==> src/rtl/iic_req_arbiter.sv <==
// iic_req_arbiter: round-robin arbiter that shares one iic_cm I2C master
// between NREQ requesters. Each grant runs one 24-bit write: latch the word,
// hold iic_tr_go for GO_HOLD cycles, wait for a rising edge on iic_tr_done,
// then pulse ack for the granted requester.
// Optional feature macro: IIC_ARB_TIMEOUT_EN adds a done-wait timeout that
// ends the transfer with an err pulse instead of ack.

module iic_req_arbiter #(
    parameter int          NREQ        = 4,
    parameter logic [15:0] GO_HOLD     = 16'd512,
    parameter logic [23:0] TOUT_CYCLES = 24'd5_000_000
) (
    input  logic                 clk_50m,
    input  logic                 rst,
    input  logic [NREQ-1:0]      req,
    input  logic [24*NREQ-1:0]   req_data,
    output logic [NREQ-1:0]      gnt,
    output logic [NREQ-1:0]      ack,
    output logic [NREQ-1:0]      err,
    output logic                 busy,
    output logic [23:0]          iic_data,
    output logic                 iic_tr_go,
    input  logic                 iic_tr_done
);

    localparam int PTR_W = $clog2(NREQ);

    typedef enum logic [1:0] {
        IDLE = 2'd0,
        GO   = 2'd1,
        WAIT = 2'd2,
        FIN  = 2'd3
    } state_t;

    state_t             state;
    logic [PTR_W-1:0]   rr_ptr;
    logic [15:0]        hold_cnt;
    logic               done_q;
    logic               done_rise;

    logic [23:0]        words [NREQ];
    logic [PTR_W-1:0]   cand;
    logic [PTR_W-1:0]   win_idx;
    logic               win_any;

`ifdef IIC_ARB_TIMEOUT_EN
    logic [23:0]        tout_cnt;
`endif

    // Slice the flat request bus into one word per requester.
    for (genvar g = 0; g < NREQ; g++) begin : g_unpack
        assign words[g] = req_data[24*g +: 24];
    end

    assign done_rise = iic_tr_done & ~done_q;
    assign busy      = (state != IDLE);

    // Round-robin winner: first set request scanning rr_ptr+1, rr_ptr+2, ...
    always_comb begin
        // NOTE: every variable gets a default before the loop so no latch is
        // inferred; blocking assignments are correct in combinational logic.
        win_idx = rr_ptr;
        win_any = 1'b0;
        cand    = '0;
        for (int i = 1; i <= NREQ; i++) begin
            cand = PTR_W'((int'(rr_ptr) + i) % NREQ);
            if (!win_any && req[cand]) begin
                win_any = 1'b1;
                win_idx = cand;
            end
        end
    end

    // Grant/transfer sequencer with registered outputs.
    always_ff @(posedge clk_50m) begin
        // NOTE: sequential state uses non-blocking assignments only, so every
        // register sees the pre-edge value of every other register.
        if (rst) begin
            state     <= IDLE;
            rr_ptr    <= PTR_W'(NREQ - 1);
            hold_cnt  <= '0;
            done_q    <= 1'b0;
            gnt       <= '0;
            ack       <= '0;
            iic_data  <= '0;
            iic_tr_go <= 1'b0;
`ifdef IIC_ARB_TIMEOUT_EN
            err       <= '0;
            tout_cnt  <= '0;
`endif
        end else begin
            // done_q always tracks the input, so a done that rose during GO
            // produces no edge once WAIT is entered.
            done_q <= iic_tr_done;
            ack    <= '0;
`ifdef IIC_ARB_TIMEOUT_EN
            err    <= '0;
`endif
            case (state)
                IDLE: begin
                    if (win_any) begin
                        state     <= GO;
                        gnt       <= NREQ'(1) << win_idx;
                        iic_data  <= words[win_idx];
                        rr_ptr    <= win_idx;
                        iic_tr_go <= 1'b1;
                        hold_cnt  <= '0;
                    end
                end
                GO: begin
                    if (hold_cnt == GO_HOLD - 16'd1) begin
                        iic_tr_go <= 1'b0;
                        state     <= WAIT;
`ifdef IIC_ARB_TIMEOUT_EN
                        tout_cnt  <= '0;
`endif
                    end else begin
                        hold_cnt <= hold_cnt + 16'd1;
                    end
                end
                WAIT: begin
                    // gnt is one-hot of the winner, so it doubles as the
                    // ack/err select and is cleared on the same edge.
                    if (done_rise) begin
                        state <= FIN;
                        ack   <= gnt;
                        gnt   <= '0;
                    end
`ifdef IIC_ARB_TIMEOUT_EN
                    else if (tout_cnt == TOUT_CYCLES - 24'd1) begin
                        state <= FIN;
                        err   <= gnt;
                        gnt   <= '0;
                    end else begin
                        tout_cnt <= tout_cnt + 24'd1;
                    end
`endif
                end
                FIN: begin
                    // ack/err is visible in this cycle; the next IDLE cycle
                    // re-arbitrates, so the earliest new grant is 2 cycles on.
                    state <= IDLE;
                end
                default: state <= IDLE;
            endcase
        end
    end

`ifndef IIC_ARB_TIMEOUT_EN
    assign err = '0;
`endif

endmodule
==> config.mk <==
export PLATFORM = sky130hd
export DESIGN_NAME = iic_req_arbiter
export DESIGN_NICKNAME = d
export VERILOG_FILES = /design/src/rtl/iic_req_arbiter.sv
export SDC_FILE = /design/constraint.sdc
export NUM_CORES = 1
export LEC_CHECK = 0
export CORE_MARGIN = 2
export CORE_UTILIZATION = 45
export CTS_CLUSTER_DIAMETER = 120
export CTS_CLUSTER_SIZE = 40
export DETAILED_ROUTE_END_ITERATION = 10
export DONT_BUFFER_PORTS = 1
export PLACE_DENSITY_LB_ADDON = 0.08
export REMOVE_ABC_BUFFERS = 1
export SKIP_CTS_REPAIR_TIMING = 1
export SYNTH_ARGS = -nofsm -noshare
export SYNTH_HDL_FRONTEND = slang
export SYNTH_SLANG_ARGS = --single-unit
export TNS_END_PERCENT = 5
==> constraint.sdc <==
create_clock -name clk_50m -period 2.61 [get_ports clk_50m]
set_input_delay 0.261 -clock clk_50m [delete_from_list [all_inputs] [get_ports clk_50m]]
set_output_delay 0.261 -clock clk_50m [all_outputs]
set_load 0.01 [all_outputs]
==> results of run 1 <==
## registers in the layout, summed over array words and instances, names as in the netlist
name and cells:
hold_cnt 16, done_q 1, iic_tr_go 1, state 2
iic_data 24, ack 4, gnt 4, rr_ptr 2
## stage by stage
stage / setup slack, ns / hold slack (ns)
global placement: 0.545 / 0.335
finish: 0.450 / 0.0144
CTS: 0.477 / -0.00148
global route: 0.153 / 0.000817
detailed placement: 0.491 / 0.337
floorplan: -3.67 / 0.330
## area by class of cell
cell class / count / area [sq um] / area share, %
Sequential cell: 54 / 1080 / 35.1
Clock buffer: 5 / 68.8 / 2.23
Timing Repair Buffer: 7 / 67.6 / 2.19
Tap cell: 77 / 96.3 / 3.13
Clock inverter: 2 / 38.8 / 1.26
Multi-Input combinational cell: 240 / 1710 / 55.5
Inverter: 5 / 18.8 / 0.610
## worst max-delay path, stage by stage (launching register included)
cell and delay [ns]:
sky130_fd_sc_hd__dfxtp_1 0.34, sky130_fd_sc_hd__inv_1 0.08, sky130_fd_sc_hd__ha_1 0.32, sky130_fd_sc_hd__o41ai_4 0.15, sky130_fd_sc_hd__nor2b_2 0.96, sky130_fd_sc_hd__nand2_1 0.13, sky130_fd_sc_hd__o221ai_1 0.10
## final timing paths
kind / startpoint / slack (ns) / endpoint / depth (start not counted)
worst min register to register: gnt[1] / 0.52 / gnt[1] / 2
worst max register to register: state[0] / 0.45 / iic_data[3] / 6
worst max-delay path: state[0] / 0.45 / iic_data[3] / 6
worst min-delay path: rst / 0.01 / state[1] / 1
## power by group
group / internal [mW] / switching, mW / leakage (nW)
logic: 0.589 / 0.771 / 0.786
clock network: 0.282 / 0.271 / 0.0542
registers: 1.02 / 0.223 / 0.442
total: 1.89 / 1.26 / 1.28
## cell usage after synthesis (5+ instances only)
cell	count
sky130_fd_sc_hd__and3_1	5
sky130_fd_sc_hd__dfxtp_1	54
sky130_fd_sc_hd__o221ai_1	24
sky130_fd_sc_hd__buf_2	7
sky130_fd_sc_hd__clkbuf_1	12
sky130_fd_sc_hd__and2_1	7
sky130_fd_sc_hd__inv_1	5
sky130_fd_sc_hd__o211ai_1	5
sky130_fd_sc_hd__mux2i_1	54
sky130_fd_sc_hd__nor2_1	23
sky130_fd_sc_hd__a21oi_1	10
sky130_fd_sc_hd__ha_1	5
sky130_fd_sc_hd__xnor2_1	6
sky130_fd_sc_hd__nand2_1	37
sky130_fd_sc_hd__nand3_1	7
## per-layer routing
metal / vias up / part of all wire, % / GRT usage (%)
li1: 1162 / - / -
met1: 1052 / 44 / 21.8
met2: 82 / 48 / 29.9
met3: 7 / 6.7 / 5.01
met4: 0 / 1.1 / 5.87
met5: - / 0 / 0
## kinds of logic after synthesis
group                    Yosys count  synth area share (%)
adder cells (fa/ha/maj)            5                  2.16
XOR/XNOR                           9                  2.72
buffers and inverters             28                  4.45
AO/OA/AOI/OAI                     57                  15.7
multiplexers                      54                  18.6
other                              1                 0.129
flip-flops                        54                  37.3
AND/OR/NAND/NOR                  111                  18.9
==> impl_results.html, run 1 <==
<table>
<tr><th>Metric</th><th>Value</th></tr>
<tr><th colspan="2">Pwr</th></tr>
<tr><td>VDD IR-drop max</td><td>roughly 1.1 mV</td></tr>
<tr><td>Total power density per cell area</td><td>1020 mW/mm^2</td></tr>
<tr><td>PnR Total Power</td><td>3.15 mW</td></tr>
<tr><td>Leakage power figure</td><td>approximately 1.3 nW</td></tr>
<tr><th colspan="2">Synth</th></tr>
<tr><td>Area contributors post-synth</td><td>sky130_fd_sc_hd__dfxtp_1 (37%), sky130_fd_sc_hd__mux2i_1 (19%), sky130_fd_sc_hd__o221ai_1 (7.3%), sky130_fd_sc_hd__nand2_1 (4.8%), sky130_fd_sc_hd__nor2_1 (3.0%)</td></tr>
<tr><td>Proportion of synthesized flip-flops having asynchronous set or reset</td><td>0%</td></tr>
<tr><td>Number of distinct library cells after synthesis</td><td>43</td></tr>
<tr><td>Post-synthesis cell area</td><td>~0.0029 sq mm</td></tr>
<tr><td>Synthesis Warnings</td><td>0</td></tr>
<tr><td>Primary flip-flop cell chosen by synthesis mapping</td><td>sky130_fd_sc_hd__dfxtp_1</td></tr>
<tr><td>Number of synthesized flops with an enable pin</td><td>0</td></tr>
<tr><td>Count of mapped cells out of synthesis</td><td>~320</td></tr>
<tr><td>Fraction of synthesized cell area taken by the top area cell type</td><td>between 30% and 40%</td></tr>
<tr><td>Average size of a mapped cell</td><td>9.09 sq um</td></tr>
<tr><td>Share of synthesized area occupied by flip-flops and latches</td><td>37.3%</td></tr>
<tr><td>Leading area contributor after synthesis</td><td>sky130_fd_sc_hd__dfxtp_1</td></tr>
<tr><td>Total of flip-flops plus latches after synthesis</td><td>54</td></tr>
<tr><th colspan="2">Timing</th></tr>
<tr><td>Worst Skew</td><td>0.00906 ns</td></tr>
<tr><td>Worst-Margin Slew</td><td>around 1.1 ns</td></tr>
<tr><td>Tmin final</td><td>approximately 2.2 ns</td></tr>
<tr><td>Normalized max-slew margin</td><td>28.7%</td></tr>
<tr><td>Post-route setup TNS</td><td>0 ns</td></tr>
<tr><td>RSZ-0062 raised after global routing</td><td>no</td></tr>
<tr><td>Number of pins with negative max-slew slack in the final report</td><td>0</td></tr>
<tr><td>Count of endpoints failing hold in the final timing report</td><td>0</td></tr>
<tr><td>Final worst path period share</td><td>approximately 83%</td></tr>
<tr><td>Final setup violation count</td><td>0</td></tr>
<tr><td>Max frequency</td><td>around 460 MHz</td></tr>
<tr><th colspan="2">Route</th></tr>
<tr><td>Pre-Repair DR Iteration Count</td><td>4</td></tr>
<tr><td>DRT iter0 DRCs</td><td>116</td></tr>
<tr><td>Drc violations</td><td>0</td></tr>
<tr><td>Routed vias</td><td>between 2000 and 2500</td></tr>
<tr><td>Number of nets with antenna violations after routing</td><td>0</td></tr>
<tr><td>Final routed wirelength across all metal layers</td><td>6.59 mm</td></tr>
<tr><td>Average detailed-routed wire length per instance</td><td>16.9 um</td></tr>
<tr><td>Via density per instance</td><td>slightly below 6</td></tr>
<tr><th colspan="2">Worst setup path</th></tr>
<tr><td>Crit path DAT</td><td>between 2 and 2.5 ns</td></tr>
<tr><td>Max FO, Critical Path</td><td>24</td></tr>
<tr><td>Sort of element at the start of the critical path</td><td>flip-flop</td></tr>
<tr><td>Classification of the worst setup path</td><td>flip-flop to flip-flop</td></tr>
<tr><td>Sort of element at the end of the critical path</td><td>flip-flop</td></tr>
<tr><td>Data required time of the critical path</td><td>2.85 ns</td></tr>
<tr><th colspan="2">Final layout</th></tr>
<tr><td>Design Area, Final</td><td>~0.0031 sq mm</td></tr>
<tr><td>Final nets</td><td>421</td></tr>
<tr><td>Antenna diodes</td><td>0</td></tr>
<tr><td>Fill cell instance count of the final layout</td><td>589</td></tr>
<tr><td>Post-Layout Cell Count</td><td>roughly 400</td></tr>
<tr><td>Area growth from synthesis to layout</td><td>6.21%</td></tr>
<tr><td>Leading cell types in the layout, fill and taps excluded</td><td>sky130_fd_sc_hd__mux2i_1 (54), sky130_fd_sc_hd__dfxtp_1 (54), sky130_fd_sc_hd__nand2_1 (37)</td></tr>
<tr><td>Utilization after layout</td><td>49.1%</td></tr>
<tr><td>Layout cell share with drive strength beyond 1</td><td>5.43%</td></tr>
<tr><th colspan="2">Placed design</th></tr>
<tr><td>Placed instance area</td><td>0.00296 sq mm</td></tr>
<tr><td>Quantity of I/O buffers inserted on ports</td><td>0</td></tr>
<tr><td>Post-DP HPWL</td><td>~4.8 mm</td></tr>
<tr><td>RD Place Congestion</td><td>0.843</td></tr>
<tr><td>Number of cells after detailed placement</td><td>382</td></tr>
<tr><th colspan="2">Global routing</th></tr>
<tr><td>Initial antenna violation count</td><td>0</td></tr>
<tr><td>Remaining global-route overflow</td><td>0</td></tr>
<tr><td>Pin count of the biggest net entering global routing</td><td>54</td></tr>
<tr><td>Vias in the first global route</td><td>2174</td></tr>
<tr><td>First-pass GRT wire length</td><td>10.3 mm</td></tr>
<tr><td>Overall track demand over capacity in global routing</td><td>17.8%</td></tr>
<tr><th colspan="2">Die</th></tr>
<tr><td>Core box area</td><td>between 0.006 and 0.007 sq mm</td></tr>
<tr><td>Vertical die dimension</td><td>84.3 um</td></tr>
<tr><td>Initial Util</td><td>a little under half</td></tr>
<tr><td>Chip width</td><td>84.3 um</td></tr>
<tr><td>Die Area</td><td>0.00710 sq mm</td></tr>
<tr><td>Number of ports placed on the die boundary</td><td>141</td></tr>
<tr><td>Number of core rows</td><td>29</td></tr>
<tr><th colspan="2">Clock tree</th></tr>
<tr><td>Number of buffers created by CTS</td><td>5</td></tr>
<tr><td>CTS H-tree depth</td><td>2</td></tr>
<tr><td>Worst-skew pair later-pin latency</td><td>0.31 ns</td></tr>
<tr><td>Num Clock Sinks</td><td>54</td></tr>
<tr><td>CTS tree</td><td>yes</td></tr>
<tr><td>Clock Tree Buf Depth</td><td>2</td></tr>
<tr><td>Cell at the root of the clock tree</td><td>sky130_fd_sc_hd__clkbuf_8</td></tr>
<tr><td>Register clock-pin slew on the reported worst setup and hold paths</td><td>0.10 ns</td></tr>
<tr><th colspan="2">Hold path</th></tr>
<tr><td>Class of the tightest hold or removal check</td><td>primary input to flip-flop</td></tr>
<tr><th colspan="2">Status</th></tr>
<tr><td>Run status</td><td>finished, final reports clean</td></tr>
<tr><th colspan="2">Job</th></tr>
<tr><td>Maximum capacitance violations</td><td>0</td></tr>
</table>
(Power assumes the default switching activity.)
==> inputs of run 2 (changes only) <==
==> constraint.sdc (replaced) <==
create_clock -name clk_50m -period 2 [get_ports clk_50m]
set_input_delay 0.2 -clock clk_50m [delete_from_list [all_inputs] [get_ports clk_50m]]
set_output_delay 0.2 -clock clk_50m [all_outputs]
set_load 0.01 [all_outputs]
==> impl_results.html, run 2 (same netlist as run 1, synthesis figures left out) <==
<table>
<tr><th>Metric</th><th>Value</th></tr>
<tr><th colspan="2">Worst setup path</th></tr>
<tr><td>Cells along the critical path</td><td>inv_1 &gt; ha_1 &gt; nor4b_2 &gt; and3_1 &gt; a21oi_1 &gt; and3_1 &gt; mux2i_1</td></tr>
<tr><td>Stage delay of the slowest cell on the critical path</td><td>0.38 ns (-0.58 ns)</td></tr>
<tr><td>Sort of element at the start of the critical path</td><td>flip-flop</td></tr>
<tr><td>Worst-path cell with the longest stage delay</td><td>sky130_fd_sc_hd__dfxtp_1</td></tr>
<tr><td>Buf+Inv Stages, Crit Path</td><td>1 (unchanged)</td></tr>
<tr><td>Crit path DAT</td><td>2.15 ns (-0.25 ns)</td></tr>
<tr><td>Data required time of the critical path</td><td>2.24 ns (-0.61 ns)</td></tr>
<tr><td>Sort of element at the end of the critical path</td><td>flip-flop</td></tr>
<tr><td>Max FO, Critical Path</td><td>4 (-83%)</td></tr>
<tr><td>Cell repeated most along the worst path</td><td>sky130_fd_sc_hd__and3_1</td></tr>
<tr><td>Start point of the critical path</td><td>state[1]</td></tr>
<tr><td>Top delay family on crit path</td><td>simple AND/OR/NAND/NOR gates</td></tr>
<tr><td>Reg2Reg Launch Point</td><td>state[1]</td></tr>
<tr><td>Classification of the worst setup path</td><td>flip-flop to flip-flop</td></tr>
<tr><th colspan="2">Pwr</th></tr>
<tr><td>Portion of total power attributed to combinational logic</td><td>44.5% (+1.4 points)</td></tr>
<tr><td>Leakage power figure</td><td>1.33 nW (+3.4%)</td></tr>
<tr><td>Share of power burned in registers</td><td>37.6% (-1.8 points)</td></tr>
<tr><td>PnR Total Power</td><td>4.27 mW (+35%)</td></tr>
<tr><td>Clk network pwr share</td><td>17.9% (+0.4 points)</td></tr>
<tr><td>Total power density per cell area</td><td>1350 mW/mm^2 (+32%)</td></tr>
<tr><td>Sw power</td><td>1.70 mW (+34%)</td></tr>
<tr><td>Int Pwr</td><td>2.57 mW (+36%)</td></tr>
<tr><td>Fraction of power spent switching nets</td><td>39.8% (-0.32 points)</td></tr>
<tr><td>VDD IR-drop max</td><td>1.53 mV (+42%)</td></tr>
<tr><th colspan="2">Final layout</th></tr>
<tr><td>Fill cell instance count of the final layout</td><td>605 (+2.7%)</td></tr>
<tr><td>Antenna diodes</td><td>0 (unchanged)</td></tr>
<tr><td>Layout cell share with drive strength beyond 1</td><td>8.70% (+3.3 points)</td></tr>
<tr><td>Post-Layout Cell Count</td><td>399 (+2.3%)</td></tr>
<tr><td>Flip-flop count of the largest register, all copies and words added</td><td>24 (unchanged)</td></tr>
<tr><td>Final nets</td><td>429 (+1.9%)</td></tr>
<tr><td>Register name with the most flops</td><td>iic_data</td></tr>
<tr><td>Leading cell types in the layout, fill and taps excluded</td><td>sky130_fd_sc_hd__mux2i_1 (54), sky130_fd_sc_hd__dfxtp_1 (54), sky130_fd_sc_hd__nand2_1 (37)</td></tr>
<tr><td>Area growth from synthesis to layout</td><td>9.11%</td></tr>
<tr><td>Top flop regs</td><td>iic_data (24), hold_cnt (16)</td></tr>
<tr><th colspan="2">Route</th></tr>
<tr><td>Average detailed-routed wire length per instance</td><td>16.6 um (-1.9%)</td></tr>
<tr><td>Routed vias</td><td>2362 (+2.6%)</td></tr>
<tr><td>Via density per instance</td><td>5.92 (+0.25%)</td></tr>
<tr><td>Number of nets with antenna violations after routing</td><td>0 (unchanged)</td></tr>
<tr><td>Drc violations</td><td>0 (unchanged)</td></tr>
<tr><td>DRT iter0 DRCs</td><td>61 (-47%)</td></tr>
<tr><td>Pre-Repair DR Iteration Count</td><td>4 (unchanged)</td></tr>
<tr><td>Final routed wirelength across all metal layers</td><td>6.62 mm (+0.38%)</td></tr>
<tr><th colspan="2">Hold path</th></tr>
<tr><td>Class of the tightest hold or removal check</td><td>primary input to flip-flop</td></tr>
<tr><td>Critical hold path startpoint</td><td>iic_tr_done</td></tr>
<tr><th colspan="2">Global routing</th></tr>
<tr><td>Initial antenna violation count</td><td>0 (unchanged)</td></tr>
<tr><td>First-pass GRT wire length</td><td>10.8 mm (+4.3%)</td></tr>
<tr><td>Pin count of the biggest net entering global routing</td><td>54 (unchanged)</td></tr>
<tr><td>Vias in the first global route</td><td>2264 (+4.1%)</td></tr>
<tr><td>Remaining global-route overflow</td><td>0 (unchanged)</td></tr>
<tr><td>Overall track demand over capacity in global routing</td><td>18.4% (+0.69 points)</td></tr>
<tr><th colspan="2">Die</th></tr>
<tr><td>Vertical die dimension</td><td>84.3 um (unchanged)</td></tr>
<tr><td>Die Area</td><td>0.00710 sq mm (unchanged)</td></tr>
<tr><td>Number of core rows</td><td>29 (unchanged)</td></tr>
<tr><td>Chip width</td><td>84.3 um (unchanged)</td></tr>
<tr><td>Initial Util</td><td>46.2% (unchanged)</td></tr>
<tr><td>Number of ports placed on the die boundary</td><td>141 (unchanged)</td></tr>
<tr><td>Core box area</td><td>0.00628 sq mm (unchanged)</td></tr>
<tr><th colspan="2">Clock tree</th></tr>
<tr><td>CTS H-tree depth</td><td>2 (unchanged)</td></tr>
<tr><td>Clock Tree Buf Depth</td><td>2 (unchanged)</td></tr>
<tr><td>Number of buffers created by CTS</td><td>5 (unchanged)</td></tr>
<tr><td>Register clock-pin slew on the reported worst setup and hold paths</td><td>0.11 ns (about the same)</td></tr>
<tr><td>Num Clock Sinks</td><td>54 (unchanged)</td></tr>
<tr><td>Cell at the root of the clock tree</td><td>sky130_fd_sc_hd__clkbuf_8</td></tr>
<tr><td>Worst-skew pair later-pin latency</td><td>0.31 ns (about the same)</td></tr>
<tr><td>CTS tree</td><td>yes</td></tr>
<tr><th colspan="2">Placed design</th></tr>
<tr><td>Post-DP HPWL</td><td>4.91 mm (+2.4%)</td></tr>
<tr><td>Number of cells after detailed placement</td><td>390 (+2.1%)</td></tr>
<tr><td>RD Place Congestion</td><td>0.806 (-4.5%)</td></tr>
<tr><td>Quantity of I/O buffers inserted on ports</td><td>0 (unchanged)</td></tr>
<tr><th colspan="2">Timing</th></tr>
<tr><td>Normalized max-slew margin</td><td>62.3% (+34 points)</td></tr>
<tr><td>Number of pins with negative max-slew slack in the final report</td><td>0 (unchanged)</td></tr>
<tr><td>Final setup violation count</td><td>0 (unchanged)</td></tr>
<tr><td>Max frequency</td><td>524 MHz (+13%)</td></tr>
<tr><td>Worst-Margin Slew</td><td>0.564 ns (-0.502 ns)</td></tr>
<tr><td>Final worst path period share</td><td>95.4% (+13 points)</td></tr>
<tr><td>Worst Skew</td><td>0.0116 ns (+0.00256 ns)</td></tr>
<tr><td>RSZ-0062 raised after global routing</td><td>yes</td></tr>
<tr><td>Tmin final</td><td>1.91 ns (-0.253 ns)</td></tr>
<tr><td>Count of endpoints failing hold in the final timing report</td><td>0 (unchanged)</td></tr>
<tr><th colspan="2">Status</th></tr>
<tr><td>Run status</td><td>finished, final reports clean</td></tr>
<tr><th colspan="2">Job</th></tr>
<tr><td>Maximum capacitance violations</td><td>0 (unchanged)</td></tr>
</table>
==> run 2: cell count changes in the layout (fill, tap and decap cells not counted), sizes merged <==
| cell | previous run | this run |
|---|---|---|
| clkinv | 1 | 0 |
| clkinvlp | 0 | 1 |
| inv | 5 | 6 |
| buf | 6 | 14 |
==> run 2: layout make-up <==
cell class	count	area, sq um	share of cell area [%]
tap	77	96.3	3.05
clock buffer	5	68.8	2.18
clock inverter	3	48.8	1.54
inverter	5	18.8	0.593
multi-input combinational	240	1720	54.4
timing repair buffer	15	128	4.03
sequential	54	1080	34.2
==> run 2: metrics by stage <==
step | hold slack, ns | util (%) | setup TNS, ns | cell area, sq um | setup WS (ns)
after floorplan | 0.269 | - | -123.26 | 2800 | -4.28
after global placement | 0.273 | 48.1 | 0 | 3020 | 0.0796
after detailed placement | 0.275 | 48.1 | -0.819 | 3020 | -0.0623
after CTS | -0.0693 | 50.0 | -1.33 | 3140 | -0.0878
after global routing | 0.0394 | 50.4 | -0.188 | 3160 | -0.0612
final | 0.0417 | 50.4 | 0 | 3160 | 0.0924
==> run 2: power groups by stage <==
stage	registers [mW]	logic, mW	clock network [mW]
after detailed placement	1.63	1.90	0
final	1.61	1.90	0.766
after global routing	1.64	2.12	0.845
after floorplan	1.75	1.30	0
after CTS	1.61	1.90	0.796
after global placement	1.63	1.87	0
==> run 2: path summary, 6_finish.rpt <==
| path | endpoint | slack (ns) | cells past startpoint |
|---|---|---|---|
| worst max-delay path | hold_cnt[7] | 0.09 | 7 |
| worst min-delay path | done_q | 0.04 | 1 |
| worst max register to register | hold_cnt[7] | 0.09 | 7 |
| worst min register to register | gnt[1] | 0.53 | 2 |
==> run 2: routing by layer <==
metal / global-route usage (%) / part of all wire [%] / vias up
met1: 23.6 / 43 / 1104
met2: 31.9 / 49 / 78
met5: 0 / 0 / -
met4: 4.84 / 1.1 / 0
met3: 3.54 / 6.2 / 7
li1: - / - / 1173
